===== src/rtl/pll_lock_sequencer.sv =====
// PLL reset/lock sequencer: drives PLL RESETB/BYPASS, qualifies LOCK, and
// releases the system reset once lock has been stable long enough.
module pll_lock_sequencer #(
  parameter int unsigned RESET_CYCLES        = 16,
  parameter int unsigned LOCK_STABLE_CYCLES  = 1024,
  parameter int unsigned LOCK_TIMEOUT_CYCLES = 65536,
  parameter int unsigned POST_LOCK_CYCLES    = 256,
  parameter int unsigned MAX_RETRIES         = 3
) (
  input  logic       clk,
  input  logic       reset,
  input  logic       pll_lock,
  input  logic       relock_req,
  output logic       pll_resetb,
  output logic       pll_bypass,
  output logic       sys_reset,
  output logic       locked,
  output logic       failed,
  output logic [3:0] retry_count,
  output logic [7:0] lock_loss_count
);

  localparam int unsigned MAX_A = (RESET_CYCLES > LOCK_STABLE_CYCLES) ?
                                  RESET_CYCLES : LOCK_STABLE_CYCLES;
  localparam int unsigned MAX_B = (LOCK_TIMEOUT_CYCLES > POST_LOCK_CYCLES) ?
                                  LOCK_TIMEOUT_CYCLES : POST_LOCK_CYCLES;
  localparam int unsigned MAX_ALL = (MAX_A > MAX_B) ? MAX_A : MAX_B;
  localparam int unsigned CW = $clog2(MAX_ALL) + 1;

  typedef enum logic [2:0] {
    S_HOLD,
    S_WAIT_LOCK,
    S_STABLE,
    S_RELEASE,
    S_RUN,
    S_FAIL
  } state_t;

  state_t        state;
  logic [CW-1:0] cnt;
  logic [1:0]    sync;
  logic          lock_s;
  // {pll_resetb, pll_bypass, sys_reset, locked, failed}
  logic [4:0]    outs_q;

  assign lock_s = sync[1];
  assign {pll_resetb, pll_bypass, sys_reset, locked, failed} = outs_q;

  // Counter value loaded on entry; the state exits when it has counted to zero.
  function automatic logic [CW-1:0] entry_count(input state_t s);
    case (s)
      S_HOLD:      return CW'(RESET_CYCLES - 1);
      S_WAIT_LOCK: return CW'(LOCK_TIMEOUT_CYCLES - 1);
      S_STABLE:    return CW'(LOCK_STABLE_CYCLES - 1);
      S_RELEASE:   return CW'(POST_LOCK_CYCLES - 1);
      S_FAIL:      return CW'(POST_LOCK_CYCLES - 1);
      default:     return '0;
    endcase
  endfunction

  function automatic logic [4:0] state_outputs(input state_t s);
    case (s)
      S_WAIT_LOCK, S_STABLE, S_RELEASE: return 5'b10100;
      S_RUN:                            return 5'b10010;
      S_FAIL:                           return 5'b01101;
      default:                          return 5'b00100;
    endcase
  endfunction

  always_ff @(posedge clk or posedge reset) begin
    if (reset) begin
      sync            <= 2'b00;
      state           <= S_HOLD;
      cnt             <= CW'(RESET_CYCLES - 1);
      outs_q          <= 5'b00100;
      retry_count     <= '0;
      lock_loss_count <= '0;
    end else begin
      sync <= {sync[0], pll_lock};
      if (cnt != '0) cnt <= cnt - CW'(1);

      // Software relock overrides every other transition; ignored while in HOLD.
      if (relock_req && state != S_HOLD) begin
        retry_count <= '0;
        state       <= S_HOLD;
        cnt         <= entry_count(S_HOLD);
        outs_q      <= state_outputs(S_HOLD);
      end else begin
        case (state)
          S_HOLD: begin
            if (cnt == '0) begin
              state  <= S_WAIT_LOCK;
              cnt    <= entry_count(S_WAIT_LOCK);
              outs_q <= state_outputs(S_WAIT_LOCK);
            end
          end
          S_WAIT_LOCK: begin
            if (lock_s) begin
              state  <= S_STABLE;
              cnt    <= entry_count(S_STABLE);
              outs_q <= state_outputs(S_STABLE);
            end else if (cnt == '0) begin
              if (retry_count < 4'(MAX_RETRIES)) begin
                retry_count <= retry_count + 4'd1;
                state       <= S_HOLD;
                cnt         <= entry_count(S_HOLD);
                outs_q      <= state_outputs(S_HOLD);
              end else begin
                state  <= S_FAIL;
                cnt    <= entry_count(S_FAIL);
                outs_q <= state_outputs(S_FAIL);
              end
            end
          end
          S_STABLE: begin
            if (!lock_s) begin
              state  <= S_WAIT_LOCK;
              cnt    <= entry_count(S_WAIT_LOCK);
              outs_q <= state_outputs(S_WAIT_LOCK);
            end else if (cnt == '0) begin
              state  <= S_RELEASE;
              cnt    <= entry_count(S_RELEASE);
              outs_q <= state_outputs(S_RELEASE);
            end
          end
          S_RELEASE: begin
            if (!lock_s) begin
              state  <= S_WAIT_LOCK;
              cnt    <= entry_count(S_WAIT_LOCK);
              outs_q <= state_outputs(S_WAIT_LOCK);
            end else if (cnt == '0) begin
              retry_count <= '0;
              state       <= S_RUN;
              cnt         <= entry_count(S_RUN);
              outs_q      <= state_outputs(S_RUN);
            end
          end
          S_RUN: begin
            if (!lock_s) begin
              if (lock_loss_count != 8'hFF) lock_loss_count <= lock_loss_count + 8'd1;
              state  <= S_HOLD;
              cnt    <= entry_count(S_HOLD);
              outs_q <= state_outputs(S_HOLD);
            end
          end
          S_FAIL: begin
            // Bypass clock is usable: drop system reset after the post-lock delay.
            if (cnt == '0) outs_q[2] <= 1'b0;
          end
          default: begin
            state  <= S_HOLD;
            cnt    <= entry_count(S_HOLD);
            outs_q <= state_outputs(S_HOLD);
          end
        endcase
      end
    end
  end

endmodule

===== config.mk =====
export PLATFORM = sky130hd
export DESIGN_NAME = pll_lock_sequencer
export DESIGN_NICKNAME = d
export VERILOG_FILES = /design/src/rtl/pll_lock_sequencer.sv
export SDC_FILE = /design/constraint.sdc
export NUM_CORES = 1
export LEC_CHECK = 0
export ABC_AREA = 1
export BUFFER_PORTS_ARGS = -buffer_cell sky130_fd_sc_hd__buf_2
export CAP_MARGIN = 25
export CORE_ASPECT_RATIO = 0.75
export CORE_MARGIN = 1.5
export CORE_UTILIZATION = 35
export DETAILED_ROUTE_END_ITERATION = 16
export GPL_TIMING_DRIVEN = 0
export PLACE_DENSITY = 0.48
export SETUP_SLACK_MARGIN = 0.4
export SLEW_MARGIN = 5
export SYNTH_ARGS = -nofsm -noshare
export SYNTH_HDL_FRONTEND = slang
export SYNTH_SLANG_ARGS = --single-unit

===== constraint.sdc =====
create_clock -name clk -period 3.1 [get_ports clk]
set_input_delay 0.93 -clock clk [delete_from_list [all_inputs] [get_ports clk]]
set_output_delay 0.93 -clock clk [all_outputs]
set_load 0.005 [all_outputs]

* Word-level counts from Yosys, hierarchy flattened
Cells that the tools add are included.
** Word-level totals
- Word-level logic and storage cells :: 85
- Output and inout port bits :: 17
- Bits of input ports :: 4
- Register bits after elaboration :: 39
** Cells by class
- $add $sub $neg :: 3
- Reductions and logical operators :: 11
- Bitwise gates (word level) :: 2
- Multiplexer cells :: 43
- Order comparisons :: 1
- Equality and inequality tests :: 18
** Operator list (count)
- 17-bit two-way mux :: 10
- 17-bit one-hot mux with 6 select lines :: 1
- 5-bit two-way mux :: 8
- 3-bit two-way mux :: 10
- 4-bit two-way mux :: 7
- 3-bit != test (second input constant) :: 8
- 2-bit one-hot mux with 6 select lines :: 2
- 3-bit one-hot mux with 6 select lines :: 1
- 17-bit logical NOT :: 1
- 17-bit nonzero test :: 1
- 17-bit by 1-bit subtractor with 17-bit output (second input constant) :: 1
- 4-bit != test (second input constant) :: 3
- 4-bit AND reduction :: 3
- 6-bit AND reduction :: 2
- 8-bit by 1-bit adder with 8-bit output (second input constant) :: 1
- 8-bit two-way mux :: 1
- 8-bit != test (second input constant) :: 1
- 4-bit one-hot mux with 2 select lines :: 1
- 3-bit by 2-bit equality test with 1-bit output (second input constant) :: 2
- 3-bit equality test (second input constant) :: 2
- 1-bit one-hot mux with 6 select lines :: 1
- 3-bit nonzero test :: 2
- 4-bit by 1-bit adder with 4-bit output (second input constant) :: 1
- 4-bit by 2-bit less-than comparator with 1-bit output (second input constant) :: 1
- 6 further kinds :: 7

* Logic depth before layout (Yosys ltp)
- Word-level depth :: 6
- Mapped depth :: 15
- Depth with buffers taken out :: 15

* Worst setup path before layout
OpenSTA, ideal clock, no wires.
- Path type :: register -> register
- Start point :: reg cnt[0]
- End point :: reg cnt[0]
- Setup slack :: 1346 ps
- Path buffers :: 1
- Clock period less this slack :: 1754 ps
- Cell stages (with the launch flop) :: 11
- Library setup time :: 84 ps
- Arrival time :: 1670 ps
- Data required time :: 3016 ps
- Cells stage by stage :: dfstp_2 > inv_1 > ha_1 > inv_1 > nor2_1 > nand2_1 > nor2_2 > nand2_2 > buf_2 > ha_1 > o2111ai_1
** On the way
- Word-level cells in the longest chain between the ends :: 6
- Elaborated cells on any way between the ends :: 14
- Those cells by class :: add/sub: 1; mux: 11; reduce/logical: 2
** RTL lines
- start, declared :: line 40 : logic [CW-1:0] cnt;
- start signal, assigned :: line 74 : cnt <= CW'(RESET_CYCLES - 1);
- start signal, assigned :: line 80 : if (cnt != '0) cnt <= cnt - CW'(1);
- start signal, assigned :: line 86 : cnt <= entry_count(S_HOLD);
- 17-bit by 1-bit subtractor with 17-bit output or 17-bit nonzero test (tied branches) :: line 80
- 17-bit two-way mux :: line 80
- 17-bit two-way mux, on equally long branches :: line 131, 102, 120
- 17-bit two-way mux, on equally long branches :: line 127, 116, 98
- 17-bit one-hot mux with 6 select lines (*) :: line 89 : case (state)
- 17-bit two-way mux (*) :: line 83 : if (relock_req && state != S_HOLD) begin
Every way passes the cells marked *; elsewhere a longest branch is shown, timed or not.
A chain may end at the register's enable or synchronous reset.

* Worst setup path after layout
Same ends and word-level chain as after synthesis.

==> impl_metrics.py <==
metrics = {
    "placement": {
        "dp_hpwl_microns": 4880,
        "dp_cells": 466,
        "dpl_worst_slack_ns": 1.01,
        "gp_congestion": 0.869,
        "portBuffers": 20,
    },
    "cells_and_area": {
        "stdcell_count": 474,
        "syn2layout_area_growth_pct": 14.5,
        "drive_above_1_share": 0.215,
        "n_antenna_cell": 0,
        "fin_util": 0.424,
        "layout.nets": 385,
    },
    "clock_tree": {
        "cts_made_buffers": 5,
        "cts_hold_buf": 0,
        "cts_tree": "yes",
        "clk_pin_slew_ns": 0.08,
        "htree_levels": 2,
        "clk_latency_ns": 0.30,
        "cts_setup_buffers": 0,
        "cts_sinks": 39,
        "cts_root_buf": "clkbuf_8",
        "cts_max_path_buffers": 2,
        "ctsResizeCount": 0,
    },
    "route": {
        "dr_wl_met3_microns": 379,
        "vias": 2265,
        "wl_per_cell_microns": 13.5,
        "wl_met2_microns": 2300,
        "highest_layer": "met4",
        "drtIter0Drc": 163,
        "ant_nets": 0,
        "viasPerCell": 4.78,
        "postRouteWirelength_microns": 6380,
        "met1Wirelength_microns": 3620,
        "drc": 0,
        "dr.pass1.iters": 5,
    },
    "power": {
        "swShare": 0.454,
        "p_int_uw": 1440,
        "power_frac_seq": 0.307,
        "powerDensity_nw_per_um2": 888,
        "p_clk_frac": 0.195,
        "p_leak_uw": 0.00160,
        "ir_worst_vdd_mv": 0.332,
        "p_comb_frac": 0.497,
        "power.switching_uw": 1190,
        "total_power_uw": 2630,
    },
    "timing": {
        "finalSetupViolCount": 0,
        "max_slew.worst_pin.slew_ns": 0.566,
        "max_freq_mhz": 473,
        "fin_skew_ns": 0.00324,
        "fin_crit_ns": 2.11,
        "hold_viol_final": 0,
        "fin_ws_ns": 0.988,
        "finalSetupTns_ns": 0,
        "slew_headroom": 0.623,
        "report.final.slew_viol_count": 0,
        "fin_crit_sh": 0.681,
        "rsz0062_at_grt": "no",
    },
    "logic_synthesis": {
        "yosysTopAreaCellShare": 0.329,
        "synth_area_per_cell_sq_um": 7.46,
        "synth_nets": 357,
        "ys_seq_elements": 39,
        "netlist_instances": 347,
        "yosysMostFrequentCell": "nand2_1",
        "synth_area_leaders": "dfrtp_1 (33%), nand2_1 (13%), inv_1 (5.9%)",
        "synth_flop_cell": "dfrtp_1",
        "synth.distinct_cells": 38,
        "synthArstFlopShare": 1.00,
        "yosys.area.top_type": "dfrtp_1",
        "synth_edf_count": 0,
        "ys_warn_count": 0,
        "syn-cell-area_sq_um": 2590,
        "synth_common_cells": "nand2_1 (88), inv_1 (41), dfrtp_1 (34)",
        "synth-seq-area-share": 0.380,
    },
    "floorplan": {
        "die-area_sq_um": 7920,
        "io_pins": 21,
        "core_sq_um": 6990,
        "die_w_microns": 102,
        "start_util": 0.370,
        "die_y_microns": 77.5,
        "std_cell_rows": 26,
    },
    "setup_path": {
        "crit_path_end_kind": "flop",
        "crit_path_start_kind": "flop",
        "ff2ff_setup_slack_ns": 0.99,
        "required_ns": 3.31,
        "r2r-start": "cnt[0]",
        "r2r_end": "cnt[0]",
        "r2r_cells": 10,
        "crit_fanout": 11,
        "setup.worst_path.class": "reg2reg",
        "critPathArrivalTime_ns": 2.33,
    },
    "hold_path": {
        "hold_class": "reg2reg",
        "min_to": "sync[1]",
        "whs_path_depth": 0,
        "min_from": "sync[0]",
    },
    "outcome": {
        "outcome": "finished, final reports clean",
    },
    "grt": {
        "grt_max_degree": 37,
        "grt_overflow": 0,
        "grt.total_usage": 0.182,
        "antenna_found_initial": 0,
        "grt_pass1_wl_microns": 11000,
        "first_global_vias": 2128,
    },
    "job": {
        "drv_cap": 0,
    },
}
[flip-flops by register name (all words and copies together), names as in the netlist]
| register | count |
|---|---|
| cnt | 17 |
| lock_loss_count | 8 |
| outs_q | 5 |
| retry_count | 4 |
| state | 3 |
| sync | 2 |
[power by group through the flow]
stage	clock, uW	sequential (uW)	combinational (uW)
finish	514	808	1310
global placement	0	818	1310
global route	554	832	1520
floorplan	0	786	1030
detailed placement	0	817	1310
CTS	526	808	1310
[cells by family (layout without fill, tap and decap cells)]
family | after synthesis | count (layout) | synth area share
XOR/XNOR | 11 | 11 | 0.0372
AO/OA/AOI/OAI | 46 | 46 | 0.100
AND/OR/NAND/NOR | 192 | 192 | 0.370
flip-flops | 39 | 39 | 0.380
adder cells (fa/ha/maj) | 6 | 6 | 0.0290
buffers and inverters | 53 | 82 | 0.0841
[worst max-delay path, stage by stage, from the launching register on]
cell and delay (ns):
dfstp_2 0.54, inv_1 0.08, ha_1 0.21, inv_1 0.05, nor2_1 0.03, nand2_1 0.08, nor2_2 0.05, nand2_2 0.18
buf_2 0.30, ha_1 0.28, o2111ai_1 0.22
[area by class of cell]
cell class | count | area [sq um]
sequential | 39 | 982
multi-input combinational | 255 | 1390
buffer | 4 | 31.3
tap | 98 | 123
timing repair buffer | 21 | 120
clock inverter | 2 | 60.1
fill | 730 | 4030
inverter | 49 | 186
clock buffer | 6 | 72.6
[layout by cell type (no fill, tap or decap), types with 5 or more instances in the layout]
master    count
a21oi_1      17
xor2_1        7
inv_1        40
inv_2         8
dfstp_2       5
nand2_1      88
nor2_2       11
nor2_1       28
clkbuf_8      5
dfrtp_1      34
buf_2        21
nand3b_1      5
o21ai_0      12
ha_1          6
nand2_2       8
nand3_1      30
o21ai_1       7
[per-layer routing]
layer / vias up / track usage
met5: - / 0
met3: 8 / 0.0324
met2: 64 / 0.227
li1: 1173 / -
met1: 1020 / 0.303
met4: 0 / 0.0534
[stage by stage]
stage	cell area, sq um	hold WS (ns)
2_1_floorplan	2590	0.331
3_3_place_gp	2810	0.335
3_5_place_dp	2830	0.354
4_1_cts	2960	0.373
5_1_grt	2960	0.390
6_report	2960	0.372
[how the worst max path moves through the flow]
stage	startpoint	end	slack (ns)	cells past startpoint
finish	cnt[0]	cnt[0]	0.99	10
global route	cnt[0]	cnt[0]	0.83	10
CTS	cnt[0]	cnt[0]	0.98	10
detailed placement	cnt[0]	cnt[0]	1.01	10
global placement	reset	cnt[9]	0.62	2
floorplan	reset	cnt[10]	1.29	1
Power figures use the tool's default switching activity.
